## config.mk

```make
export PLATFORM = sky130hd
export DESIGN_NAME = req_split_flat
export DESIGN_NICKNAME = d
export VERILOG_FILES = /design/src/rtl/req_split_pkg.sv /design/src/rtl/req_split_if.sv /design/src/rtl/req_split_fifo.sv /design/src/rtl/req_split.sv /design/src/flat_wrapper.sv
export SDC_FILE = /design/constraint.sdc
export NUM_CORES = 1
export LEC_CHECK = 0
export CAP_MARGIN = 40
export CORE_ASPECT_RATIO = 0.5
export CORE_MARGIN = 4
export CORE_UTILIZATION = 40
export CTS_CLUSTER_SIZE = 25
export DETAILED_ROUTE_END_ITERATION = 10
export REMOVE_ABC_BUFFERS = 1
export SYNTH_ARGS = -nofsm -noshare
export SYNTH_HDL_FRONTEND = slang
export SYNTH_SLANG_ARGS = --single-unit
```

## constraint.sdc

```tcl
create_clock -name CLK -period 1.8 [get_ports CLK]
set_input_delay 0.45 -clock CLK [delete_from_list [all_inputs] [get_ports CLK]]
set_output_delay 0.45 -clock CLK [all_outputs]
set_load 0.01 [all_outputs]
```

## src/rtl/req_split_pkg.sv

```systemverilog
// Shared types and constants for the request splitter.
// The optional REQ_SPLIT_STATS_EN build uses STAT_WIDTH for its counters.
package req_split_pkg;
    typedef logic dest_t;

    localparam dest_t DEST_A = 1'b0;
    localparam dest_t DEST_B = 1'b1;

    localparam int STAT_WIDTH = 16;
endpackage

```

## src/rtl/req_split_if.sv

```systemverilog
// Bundle of the enq method and both downstream callout methods.
// The producer/consumer side uses master; req_split uses slave.
interface req_split_if #(
    parameter int DATA_WIDTH = 1
);
    import req_split_pkg::*;

    logic                  enq__ENA;
    logic [DATA_WIDTH-1:0] enq_v;
    dest_t                 enq_dest;
    logic                  enq__RDY;

    logic                  outa_a__ENA;
    logic [DATA_WIDTH-1:0] outa_a_v;
    logic                  outa_a__RDY;

    logic                  outb_a__ENA;
    logic [DATA_WIDTH-1:0] outb_a_v;
    logic                  outb_a__RDY;

    modport master (
        output enq__ENA, enq_v, enq_dest, outa_a__RDY, outb_a__RDY,
        input  enq__RDY, outa_a__ENA, outa_a_v, outb_a__ENA, outb_a_v
    );

    modport slave (
        input  enq__ENA, enq_v, enq_dest, outa_a__RDY, outb_a__RDY,
        output enq__RDY, outa_a__ENA, outa_a_v, outb_a__ENA, outb_a_v
    );
endinterface

```

## src/rtl/req_split_fifo.sv

```systemverilog
// Per-destination synchronous FIFO; head is read combinationally from the
// current read pointer so a pushed entry is visible the cycle after the push.
module req_split_fifo #(
    parameter int DATA_WIDTH = 1,
    parameter int DEPTH      = 4
) (
    input  logic                  clk,
    input  logic                  rst_n,
    input  logic                  push,
    input  logic [DATA_WIDTH-1:0] push_data,
    input  logic                  pop,
    output logic [DATA_WIDTH-1:0] head,
    output logic                  empty,
    output logic                  full
);
    localparam int AW = $clog2(DEPTH);
    localparam logic [AW:0] FULL_CNT = (AW + 1)'(DEPTH);

    logic [DATA_WIDTH-1:0] mem [DEPTH];
    logic [AW-1:0]         wr_ptr_q;
    logic [AW-1:0]         rd_ptr_q;
    logic [AW:0]           count_q;

    // Pointers wrap naturally modulo DEPTH; the extra count bit separates full from empty.
    always_ff @(posedge clk or negedge rst_n) begin
        if (!rst_n) begin
            wr_ptr_q <= '0;
            rd_ptr_q <= '0;
            count_q  <= '0;
        end else begin
            if (push) wr_ptr_q <= wr_ptr_q + 1'b1;
            if (pop)  rd_ptr_q <= rd_ptr_q + 1'b1;
            case ({push, pop})
                2'b10:   count_q <= count_q + 1'b1;
                2'b01:   count_q <= count_q - 1'b1;
                default: count_q <= count_q;
            endcase
        end
    end

    always_ff @(posedge clk) begin
        if (push) mem[wr_ptr_q] <= push_data;
    end

    assign head  = mem[rd_ptr_q];
    assign empty = (count_q == '0);
    assign full  = (count_q == FULL_CNT);
endmodule

```

## src/rtl/req_split.sv

```systemverilog
// Splits one enq stream into two buffered ReqCallout streams by dest tag.
// Define REQ_SPLIT_STATS_EN to add saturating delivery/stall counters.
module req_split
    import req_split_pkg::*;
#(
    parameter int DATA_WIDTH = 1,
    parameter int DEPTH      = 4
) (
    input  logic                  CLK,
    input  logic                  nRST,
    req_split_if.slave            bus
`ifdef REQ_SPLIT_STATS_EN
    ,
    output logic [STAT_WIDTH-1:0] statA,
    output logic [STAT_WIDTH-1:0] statB,
    output logic [STAT_WIDTH-1:0] statFullStall
`endif
);
    logic                  rdy_q;
    logic                  enq_rdy;
    logic                  sink_rdy [2];
    logic                  push     [2];
    logic                  pop      [2];
    logic                  empty    [2];
    logic                  full     [2];
    logic [DATA_WIDTH-1:0] head     [2];
    logic [DATA_WIDTH-1:0] out_v    [2];

    // Holds enq__RDY low until the first edge after reset release.
    always_ff @(posedge CLK or negedge nRST) begin
        if (!nRST) rdy_q <= 1'b0;
        else       rdy_q <= 1'b1;
    end

    // The guard ignores dest: a full side stalls every request.
    assign enq_rdy     = rdy_q && !full[DEST_A] && !full[DEST_B];
    assign sink_rdy[0] = bus.outa_a__RDY;
    assign sink_rdy[1] = bus.outb_a__RDY;

    for (genvar gi = 0; gi < 2; gi++) begin : g_dest
        assign push[gi]  = bus.enq__ENA && enq_rdy && (bus.enq_dest == dest_t'(gi));
        assign pop[gi]   = !empty[gi] && sink_rdy[gi];
        assign out_v[gi] = empty[gi] ? '0 : head[gi];

        req_split_fifo #(
            .DATA_WIDTH(DATA_WIDTH),
            .DEPTH     (DEPTH)
        ) u_fifo (
            .clk      (CLK),
            .rst_n    (nRST),
            .push     (push[gi]),
            .push_data(bus.enq_v),
            .pop      (pop[gi]),
            .head     (head[gi]),
            .empty    (empty[gi]),
            .full     (full[gi])
        );
    end

    assign bus.enq__RDY    = enq_rdy;
    assign bus.outa_a__ENA = pop[DEST_A];
    assign bus.outa_a_v    = out_v[DEST_A];
    assign bus.outb_a__ENA = pop[DEST_B];
    assign bus.outb_a_v    = out_v[DEST_B];

`ifdef REQ_SPLIT_STATS_EN
    logic [STAT_WIDTH-1:0] stat_q [2];
    logic [STAT_WIDTH-1:0] stall_q;

    for (genvar gi = 0; gi < 2; gi++) begin : g_stat
        always_ff @(posedge CLK or negedge nRST) begin
            if (!nRST)                         stat_q[gi] <= '0;
            else if (pop[gi] && !(&stat_q[gi])) stat_q[gi] <= stat_q[gi] + 1'b1;
        end
    end

    // The reset-release cycle is not a stall; only full-induced guard drops count.
    always_ff @(posedge CLK or negedge nRST) begin
        if (!nRST)                              stall_q <= '0;
        else if (rdy_q && !enq_rdy && !(&stall_q)) stall_q <= stall_q + 1'b1;
    end

    assign statA         = stat_q[DEST_A];
    assign statB         = stat_q[DEST_B];
    assign statFullStall = stall_q;
`endif
endmodule

```

## src/flat_wrapper.sv

```systemverilog
// flat-port wrapper written by rule: the top's interface ports become plain ports
module req_split_flat import req_split_pkg::*;
#(
    parameter int DATA_WIDTH = 1,
    parameter int DEPTH      = 4
)
  (CLK, nRST, bus_enq__ENA, bus_enq_v, bus_enq_dest, bus_outa_a__RDY, bus_outb_a__RDY, bus_enq__RDY, bus_outa_a__ENA, bus_outa_a_v, bus_outb_a__ENA, bus_outb_a_v);
  req_split_if #(.DATA_WIDTH(DATA_WIDTH)) bus_i ();
  input  logic CLK;
  input  logic nRST;
  input wire logic [$bits(bus_i.enq__ENA)-1:0] bus_enq__ENA;
  input wire logic [$bits(bus_i.enq_v)-1:0] bus_enq_v;
  input wire logic [$bits(bus_i.enq_dest)-1:0] bus_enq_dest;
  input wire logic [$bits(bus_i.outa_a__RDY)-1:0] bus_outa_a__RDY;
  input wire logic [$bits(bus_i.outb_a__RDY)-1:0] bus_outb_a__RDY;
  output wire logic [$bits(bus_i.enq__RDY)-1:0] bus_enq__RDY;
  output wire logic [$bits(bus_i.outa_a__ENA)-1:0] bus_outa_a__ENA;
  output wire logic [$bits(bus_i.outa_a_v)-1:0] bus_outa_a_v;
  output wire logic [$bits(bus_i.outb_a__ENA)-1:0] bus_outb_a__ENA;
  output wire logic [$bits(bus_i.outb_a_v)-1:0] bus_outb_a_v;
  assign bus_i.enq__ENA = bus_enq__ENA;
  assign bus_i.enq_v = bus_enq_v;
  assign bus_i.enq_dest = bus_enq_dest;
  assign bus_i.outa_a__RDY = bus_outa_a__RDY;
  assign bus_i.outb_a__RDY = bus_outb_a__RDY;
  assign bus_enq__RDY = bus_i.enq__RDY;
  assign bus_outa_a__ENA = bus_i.outa_a__ENA;
  assign bus_outa_a_v = bus_i.outa_a_v;
  assign bus_outb_a__ENA = bus_i.outb_a__ENA;
  assign bus_outb_a_v = bus_i.outb_a_v;
  req_split #(.DATA_WIDTH(DATA_WIDTH), .DEPTH(DEPTH)) u_core (.CLK(CLK), .nRST(nRST), .bus(bus_i));
endmodule
```

==> reports/results.ini <==
[status]
status = complete, but fails checks
violations = negative setup slack

[setup_path]
rr_worst_depth = 9
crit_slowest_cell = mux4_2
reg2reg_slack_ns = -0.05
worstSetupEndpointType = output pin
r2r_end = u_core.g_dest[0].u_fifo.count_q[2]$_DFFE_PN0P_
path_cells = mux4_2, o31a_2, buf_6
slowest_delay_ns = 0.51
cp-start-kind = flop
required_ns = 1.35
r2r_start = u_core.g_dest[1].u_fifo.count_q[0]$_DFFE_PN0P_
critPathMaxFanout = 2
arrival_ns = 1.41
critPathKind = flop to output pin

[synth]
async_reset_ff_share_pct = 65.2
netlist_area_sq_um = 1230
synthCells = 90
synth_cell_types = 21
avgSynthCellArea_sq_um = 13.7
yosysTopAreaCellShare_pct = 30.5
synth_ff_type = dfrtp_1
synth.top_cells.by_area = dfrtp_1, edfxtp_1, ha_1, and2_2, a221oi_4
yosysTopAreaCell = dfrtp_1
synthTopCellsByCount = dfrtp_1, inv_1, ha_1, and2_2, edfxtp_1
yosysWarnings = 0
post-synth-top-count-cell = dfrtp_1
seq_area_frac_synth_pct = 49.9
ys_seq_elements = 23
synth_edf_count = 8

[place]
portBuffers = 11
dpl.hpwl_um = 1610
postPlaceCellArea_sq_um = 1500
place_ws_ns = -0.508
gp_congestion = 0.723

[layout]
fillers = 228
drive_gt1_share_pct = 44.0
num_antenna_cells = 0
fin_area_sq_um = 1620
area_growth_pct = 31.4
nets = 145

[power]
p_leak_nw = 0.726
max-vdd-ir-drop_mv = 0.651
power_w = 0.00251
powerDensity_nw_per_um2 = 1550

[routing]
firstDrtPassIters = 4
ant_nets = 0
drc = 0
drt_iter0_drc = 19
routedWlPerCell_um = 13.6
via_per_inst = 4.80
drt_wl_total_um = 2210
vias = 778

[clock_tree]
cts_tree = yes
htree_levels = 1
clock_sinks = 23
cts_hold_buf = 0
clk_latency_ns = 0.27
root_buffer = clkbuf_8
cts-buffers-inserted = 3
cts_buffer_depth = 2
path_clk_slew_ns = 0.08

[floorplan]
design.die.area_sq_um = 4090
core-area_sq_um = 2770
die-width_um = 86.5
pin_count = 12
fp-row-count = 13
die_h_um = 47.3
start_util_pct = 44.6

[sta]
setup_viol = 4
rsz0062_at_grt = yes
finalHoldViolCount = 0
fin_tns_setup_ns = -0.210
max_freq_ghz = 0.538
fin_worst_skew_ns = 0.00435
postLayoutSetupSlackWorst_ns = -0.0592
period_share_pct = 103
min_period_ns = 1.86
slew_violations = 0

[global_routing]
grt_pass1_vias = 838
grt_util_all_layers_pct = 13.0
grt_max_degree = 16
gr-total-overflow = 0
grt_pass1_wl_um = 3840
antenna_found_initial = 0

[min_path]
hold_class = input port to asynchronous set/reset pin

[job]
cap_violations = 0

## report_power, final
group          internal [W]  total [W]  switching, W  leakage, nW
sequential         0.000731   0.000938      0.000207        0.245
clock              0.000158   0.000324      0.000166       0.0228
combinational      0.000710    0.00124      0.000535        0.458
## repair_timing
| action | 4_1_cts | 5_1_grt |
|---|---|---|
| pin swaps | 13 | 8 |
| endpoints found under the setup margin | 9 | 8 |
| setup buffers | 3 | 2 |
| resized for setup | 40 | 3 |
## kinds of logic after synthesis
group	synth area share (%)
buffers and inverters	3.96
AO/OA/AOI/OAI	8.02
multiplexers	7.72
adder cells (fa/ha/maj)	13.4
flip-flops	49.9
other	0.304
AND/OR/NAND/NOR	8.12
XOR/XNOR	8.53
## layer usage
layer	share of wire, %	GRT usage [%]
met3	4.2	4.73
met4	0.95	4.66
met2	53	24.2
met5	0	0
met1	41	14.3
## stage by stage
| step | hold slack [ns] | std cells | utilization [%] |
|---|---|---|---|
| final | 0.500 | 162 | 58.6 |
| after global routing | 0.503 | 162 | 58.6 |
| after CTS | 0.502 | 160 | 58.1 |
| after detailed placement | 0.493 | 153 | 54.3 |
| after global placement | 0.471 | 153 | 54.3 |
| after floorplan | 0.154 | 90 | - |
## placed cells by master, fill, tap and decap left out, types with 3 or more instances in the layout
cell type,count
xnor2_1,6
clkbuf_8,3
buf_4,17
inv_2,3
ha_1,8
buf_6,5
inv_1,10
dlygate4sd2_1,3
dfrtp_1,13
xor2_1,6
and2_2,8
edfxtp_1,8
## worst max-delay path: cells and delay by family, from the launching register on
kind / cells / cell delay, ns
flip-flops: 1 / 0.38
multiplexers: 1 / 0.51
buffers and inverters: 1 / 0.12
AO/OA/AOI/OAI: 1 / 0.13
## sequential cells by signal, indices dropped and copies added (netlist names)
register,count
u_core.g_dest.u_fifo.count_q,6
u_core.g_dest.u_fifo.wr_ptr_q,4
u_core.rdy_q,1
u_core.g_dest.u_fifo.mem,8
u_core.g_dest.u_fifo.rd_ptr_q,4
## worst max-delay path by stage
stage / start / to / depth (start not counted)
2_1_floorplan: bus_enq_dest / u_core.g_dest[0].u_fifo.count_q[2]$_DFFE_PN0P_ / 9
4_1_cts: u_core.g_dest[1].u_fifo.count_q[1]$_DFFE_PN0P_ / u_core.g_dest[0].u_fifo.count_q[2]$_DFFE_PN0P_ / 9
6_report: u_core.g_dest[1].u_fifo.rd_ptr_q[0]$_DFFE_PN0P_ / bus_outb_a_v / 3
3_3_place_gp: bus_enq_dest / u_core.g_dest[0].u_fifo.count_q[2]$_DFFE_PN0P_ / 10
5_1_grt: u_core.g_dest[1].u_fifo.count_q[0]$_DFFE_PN0P_ / u_core.g_dest[0].u_fifo.count_q[2]$_DFFE_PN0P_ / 9
3_5_place_dp: bus_enq_dest / u_core.g_dest[0].u_fifo.count_q[2]$_DFFE_PN0P_ / 10
## layout make-up
| class | instances | area [sq um] | share of cell area, % |
|---|---|---|---|
| multi-input cells | 54 | 606 | 37.4 |
| flip-flops and latches | 23 | 618 | 38.2 |
| repair buffers | 31 | 255 | 15.8 |
| well taps | 37 | 46.3 | 2.86 |
| clock buffers | 4 | 45.0 | 2.78 |
| inverters | 13 | 48.8 | 3.01 |
Note: power is estimated with default switching activity, not from simulation.
